File: src/rtl/arb_requester.sv
// Requester-side client for a round-robin arbiter port: requests, streams an incrementing burst while granted, releases.
// Optional grant-wait timeout is built when ARB_REQ_TIMEOUT_EN is defined.
module arb_requester #(
    parameter int unsigned DATA_W  = 8,
    parameter int unsigned LEN_W   = 4,
    parameter int unsigned TIMEOUT = 15
) (
    input  logic              clock,
    input  logic              reset,
    input  logic              start,
    input  logic [LEN_W-1:0]  len,
    input  logic [DATA_W-1:0] base,
    input  logic              gnt,
    output logic              req,
    output logic [DATA_W-1:0] data_out,
    output logic              data_valid,
    output logic              done,
    output logic              busy,
    output logic              timeout
);

    typedef enum logic [1:0] {
        IDLE = 2'd0,
        WAIT = 2'd1,
        XFER = 2'd2
    } state_t;

    state_t            state;
    state_t            state_nxt;
    logic [LEN_W-1:0]  remain;
    logic [LEN_W-1:0]  remain_nxt;
    logic [DATA_W-1:0] word;
    logic [DATA_W-1:0] word_nxt;
    logic [DATA_W-1:0] data_nxt;
    logic              req_nxt;
    logic              busy_nxt;
    logic              valid_nxt;
    logic              done_nxt;

`ifdef ARB_REQ_TIMEOUT_EN
    localparam int unsigned CNT_W = ($clog2(TIMEOUT + 1) > 0) ? $clog2(TIMEOUT + 1) : 1;

    logic [CNT_W-1:0] wait_cnt;
    logic [CNT_W-1:0] wait_cnt_nxt;
    logic             timeout_nxt;
`else
    logic unused_timeout;
    assign unused_timeout = (TIMEOUT != 0);
    assign timeout        = 1'b0;
`endif

    // Next-state and registered-output logic
    always_comb begin
        state_nxt  = state;
        remain_nxt = remain;
        word_nxt   = word;
        data_nxt   = data_out;
        req_nxt    = req;
        busy_nxt   = busy;
        valid_nxt  = 1'b0;
        done_nxt   = 1'b0;
`ifdef ARB_REQ_TIMEOUT_EN
        wait_cnt_nxt = wait_cnt;
        timeout_nxt  = 1'b0;
`endif
        unique case (state)
            IDLE: begin
                if (start && (len != '0)) begin
                    state_nxt  = WAIT;
                    remain_nxt = len;
                    word_nxt   = base;
                    req_nxt    = 1'b1;
                    busy_nxt   = 1'b1;
`ifdef ARB_REQ_TIMEOUT_EN
                    wait_cnt_nxt = '0;
`endif
                end
            end
            WAIT, XFER: begin
                if (gnt) begin
                    data_nxt   = word;
                    valid_nxt  = 1'b1;
                    word_nxt   = word + DATA_W'(1);
                    remain_nxt = remain - LEN_W'(1);
`ifdef ARB_REQ_TIMEOUT_EN
                    wait_cnt_nxt = '0;
`endif
                    // Last word releases the request in the same edge so the arbiter can rotate
                    if (remain == LEN_W'(1)) begin
                        state_nxt = IDLE;
                        req_nxt   = 1'b0;
                        busy_nxt  = 1'b0;
                        done_nxt  = 1'b1;
                    end else begin
                        state_nxt = XFER;
                    end
                end
`ifdef ARB_REQ_TIMEOUT_EN
                else if (state == WAIT) begin
                    wait_cnt_nxt = wait_cnt + CNT_W'(1);
                    if (wait_cnt_nxt == CNT_W'(TIMEOUT)) begin
                        state_nxt    = IDLE;
                        req_nxt      = 1'b0;
                        busy_nxt     = 1'b0;
                        timeout_nxt  = 1'b1;
                        remain_nxt   = '0;
                        wait_cnt_nxt = '0;
                    end
                end
`endif
            end
            default: begin
                state_nxt = IDLE;
                req_nxt   = 1'b0;
                busy_nxt  = 1'b0;
            end
        endcase
    end

    // State and output registers
    always_ff @(posedge clock or negedge reset) begin
        if (!reset) begin
            state      <= IDLE;
            remain     <= '0;
            word       <= '0;
            data_out   <= '0;
            req        <= 1'b0;
            busy       <= 1'b0;
            data_valid <= 1'b0;
            done       <= 1'b0;
        end else begin
            state      <= state_nxt;
            remain     <= remain_nxt;
            word       <= word_nxt;
            data_out   <= data_nxt;
            req        <= req_nxt;
            busy       <= busy_nxt;
            data_valid <= valid_nxt;
            done       <= done_nxt;
        end
    end

`ifdef ARB_REQ_TIMEOUT_EN
    always_ff @(posedge clock or negedge reset) begin
        if (!reset) begin
            wait_cnt <= '0;
            timeout  <= 1'b0;
        end else begin
            wait_cnt <= wait_cnt_nxt;
            timeout  <= timeout_nxt;
        end
    end
`endif

endmodule
File: config.mk
export PLATFORM = sky130hd
export DESIGN_NAME = arb_requester
export DESIGN_NICKNAME = d
export VERILOG_FILES = /design/src/rtl/arb_requester.sv
export SDC_FILE = /design/constraint.sdc
export NUM_CORES = 1
export LEC_CHECK = 0
export BUFFER_PORTS_ARGS = -buffer_cell sky130_fd_sc_hd__buf_2
export CAP_MARGIN = 20
export CORE_MARGIN = 5
export CORE_UTILIZATION = 47
export CTS_CLUSTER_DIAMETER = 30
export CTS_CLUSTER_SIZE = 12
export DETAILED_ROUTE_END_ITERATION = 8
export PLACE_DENSITY = 0.73
export SYNTH_ARGS = -nofsm -noshare
export SYNTH_HDL_FRONTEND = slang
export SYNTH_SLANG_ARGS = --single-unit
File: constraint.sdc
create_clock -name clock -period 1.7 [get_ports clock]
set_clock_uncertainty 0.1 [all_clocks]
set_input_delay 0.51 -clock clock [delete_from_list [all_inputs] [get_ports clock]]
set_output_delay 0.51 -clock clock [all_outputs]
set_load 0.03 [all_outputs]
==> impl_results.md <==
- Net switching component of the power: 1.92 mW
- Mapped Area: 1310 sq um
- Largest net degree at the start of global routing: 26
- Clock network power share: 6.8%
- PortBufs: 27
- Sequential cell area fraction in the yosys report: 47.8%
- HPWL after DPL: 2.24 mm
- Cell Area, Placed: 1570 sq um
- Root buffer selected by CTS: sky130_fd_sc_hd__clkbuf_4
- Layout overhead on the synthesized area: 32.2%
- Total via count in the routed design: 1129
- Most frequent standard cell in the layout excluding fill and tap cells: sky130_fd_sc_hd__buf_2
- Part of the power in combinational logic: 65.5%
- Ys flop type: sky130_fd_sc_hd__dfrtp_1
- I/O pin cnt: 29
- Setup Viol. Count Final: 11
- Pwr/cell area: 2450 nW/um^2
- Count of cell types in the netlist: 36
- Fin. Hold Viols: 0
- Final antenna diode count: 0
- Clock net sink count: 25
- Register cell area after layout: 626 sq um
- Kind of end point of the critical path: register
- Max-slew violation total from the final report: 0
- First-pass GRT wire length: 5.38 mm
- Leak: 0.792 nW
- Yosys warning count: 0
- Critical Path Start Type: register
- Clock slew at reported path FFs: 0.15 ns
- Final net count: 192
- Transition time of the tightest slew-check pin: 0.564 ns
- Area of the die: 3940 sq um
- Final RePlAce weighted congestion: 0.844
- Proportion of synthesized flip-flops having asynchronous set or reset: 100%
- Post-DRT Antenna Nets: 0
- Dpl ws: -0.201 ns
- WP data arrival: 1.95 ns
- Final worst slack: -0.107 ns
- Via/cell ratio: 5.59
- Req. time, crit path: 1.84 ns
- Total gr overflow: 0
- Total of max-cap violations: 0
- Largest driver fanout on the critical path: 3
- Count of TritonRoute iterations in the first routing pass: 4
- Core outline area: 2710 sq um
- #FFs+latches synth: 25
- CTS Buf Count: 3
- Unrepaired setup endpoints after global routing: true
- Maximum clock path buffer count: 2
- Commonest non-fill, non-tap cells in the layout: sky130_fd_sc_hd__buf_2, sky130_fd_sc_hd__dfrtp_1, sky130_fd_sc_hd__a21oi_1, sky130_fd_sc_hd__buf_4, sky130_fd_sc_hd__nor2_1
- Min-Delay Path Class: in -> async
- Outcome: finished, violations left
- Filler Cell Count: 223
- Footprint of the multi-input gates: 716 sq um
- CTS tree: yes
- Fraction of the cycle the final worst path needs: 106%
- Minimum clock period after layout: 1.81 ns
- Critical path class: reg -> reg
- Average detailed-routed wire length per instance: 15.7 microns
- Die height: 62.7 microns
- Part of the total power dissipated in sequential elements: 27.7%
- Number of nets in the synthesized netlist: 149
- # rows: 19
- Horizontal extent of the die: 62.7 microns
- Clock latency at the later pin of the worst-skew pair: 0.33 ns
- Initial antenna violation count: 0
- Overall global routing resource usage: 16.6%
- Post-Syn Instances: 129
- DRC violation count after routing: 0
- Starting utilization of the core area: 48.2%
- Final std cell area, no fill: 1730 sq um
- Post-synth EDFFs: 0
- Maximum ir drop on the vdd rail: 1.39 mV
- Internal power: 2.32 mW
- Violations in the final reports: negative setup slack
- Fraction of layout instances using a drive strength above 1: 43.9%
- Net Sw Frac: 45.3%
- Hold buffer count at cts: 0
- H-tree level count: 1
- Via count of the first global-routing pass: 1199
- Detailed Route Iter0 Violations: 37
- Detailed-route wire length: 3.17 mm
- Max-slew headroom at the worst pin: 62.4%
- Post-synthesis area per instance: 10.1 sq um
- Maximum achievable frequency: 0.554 GHz
## area by class of cell
cell class,instances,area share (%)
repair buffers,44,17.1
flip-flops and latches,25,36.2
clock buffers,3,1.30
multi-input cells,92,41.4
clock inverters,1,0.434
well taps,31,2.24
inverters,6,1.30
## worst paths after layout
| path | depth (start not counted) | start | endpoint | slack (ns) |
|---|---|---|---|---|
| worst max-delay path | 8 | state[1] | word[0] | -0.11 |
| worst min-delay path | 1 | reset | word[7] | 0.05 |
| worst max register to register | 8 | state[1] | word[0] | -0.11 |
| worst min register to register | 1 | data_out[7] | data_out[7] | 0.42 |
| max in group asynchronous | 1 | reset | word[5] | 1.08 |
| min in group clock | 3 | base[2] | word[2] | 0.32 |
## cells by family (layout without fill, tap and decap cells)
| kind of cell | count (synthesis) | in the layout | share of synthesized area [%] |
|---|---|---|---|
| AOI/OAI and AO/OA | 33 | 33 | 16.5 |
| adders and majority gates | 4 | 4 | 3.83 |
| buffers and inverters | 12 | 54 | 4.78 |
| DFF | 25 | 25 | 47.8 |
| muxes | 12 | 12 | 10.0 |
| other | 1 | 1 | 0.287 |
| and+or+nand+nor | 42 | 42 | 16.7 |
## per-layer routing
| metal | GRT usage, % | share of wire [%] | vias to the layer above |
|---|---|---|---|
| li1 | - | - | 546 |
| met1 | 21.5 | 45 | 552 |
| met2 | 27.5 | 50 | 25 |
| met3 | 2.88 | 3.5 | 6 |
| met4 | 6.37 | 1.7 | 0 |
| met5 | 0 | 0 | - |
## what timing repair did
| action | 4_1_cts | 5_1_grt |
|---|---|---|
| pin swaps | 3 | 4 |
| gates resized for setup | 9 | 10 |
| endpoints found under the setup margin | 14 | 16 |
| buffers inserted | 3 | 0 |
## flip-flops by register name (all words and copies together) (netlist names)
| name | flops |
|---|---|
| remain | 4 |
| busy | 1 |
| word | 8 |
| state | 2 |
| data_valid | 1 |
| data_out | 8 |
| done | 1 |
## cells in the mapped netlist, types with 2 or more instances
library cell               instances  area [sq um]
sky130_fd_sc_hd__ha_1              4          50.1
sky130_fd_sc_hd__mux2_2            9           101
sky130_fd_sc_hd__mux2i_1           3          30.0
sky130_fd_sc_hd__buf_4             2          15.0
sky130_fd_sc_hd__and3_1            2          12.5
sky130_fd_sc_hd__nand2b_1          2          12.5
sky130_fd_sc_hd__nor2b_1           2          12.5
sky130_fd_sc_hd__inv_1             5          18.8
sky130_fd_sc_hd__nand3b_1          2          15.0
sky130_fd_sc_hd__nand3_1           6          30.0
sky130_fd_sc_hd__dfrtp_1          25           626
sky130_fd_sc_hd__a21oi_1          15          75.1
sky130_fd_sc_hd__nor2_1           11          41.3
sky130_fd_sc_hd__buf_2             2          10.0
sky130_fd_sc_hd__nand4_1           3          18.8
sky130_fd_sc_hd__o22ai_1           6          37.5
sky130_fd_sc_hd__nand2_1           8          30.0
sky130_fd_sc_hd__o21ai_0           4          20.0
## through the flow
stage	TNS (ns)	utilization (%)	instances	power [mW]	hold slack (ns)
after floorplan	0	-	129	2.78	0.114
after global placement	-0.920	57.9	195	3.34	0.382
after detailed placement	-1.50	57.9	195	3.46	0.388
after CTS	-0.608	61.7	202	4.01	0.0593
after global routing	-1.53	63.8	202	4.57	0.0708
final	-0.725	63.8	202	4.23	0.0457
## power by group through the flow
stage	Sequential [mW]	Combinational [mW]	Clock, mW
floorplan	1.35	1.44	0
global placement	1.14	2.21	0
detailed placement	1.17	2.29	0
CTS	1.16	2.55	0.299
global route	1.22	3.02	0.322
finish	1.17	2.77	0.287
## worst max-delay path, cell delays in order (launching register included)
cell and delay [ns]:
sky130_fd_sc_hd__dfrtp_1 0.39, sky130_fd_sc_hd__inv_2 0.05, sky130_fd_sc_hd__ha_4 0.28, sky130_fd_sc_hd__mux2_4 0.32, sky130_fd_sc_hd__a21boi_4 0.16, sky130_fd_sc_hd__buf_4 0.16
sky130_fd_sc_hd__buf_4 0.14, sky130_fd_sc_hd__nor2_2 0.07, sky130_fd_sc_hd__a21oi_1 0.04
Note: power is estimated with default switching activity, not from simulation.
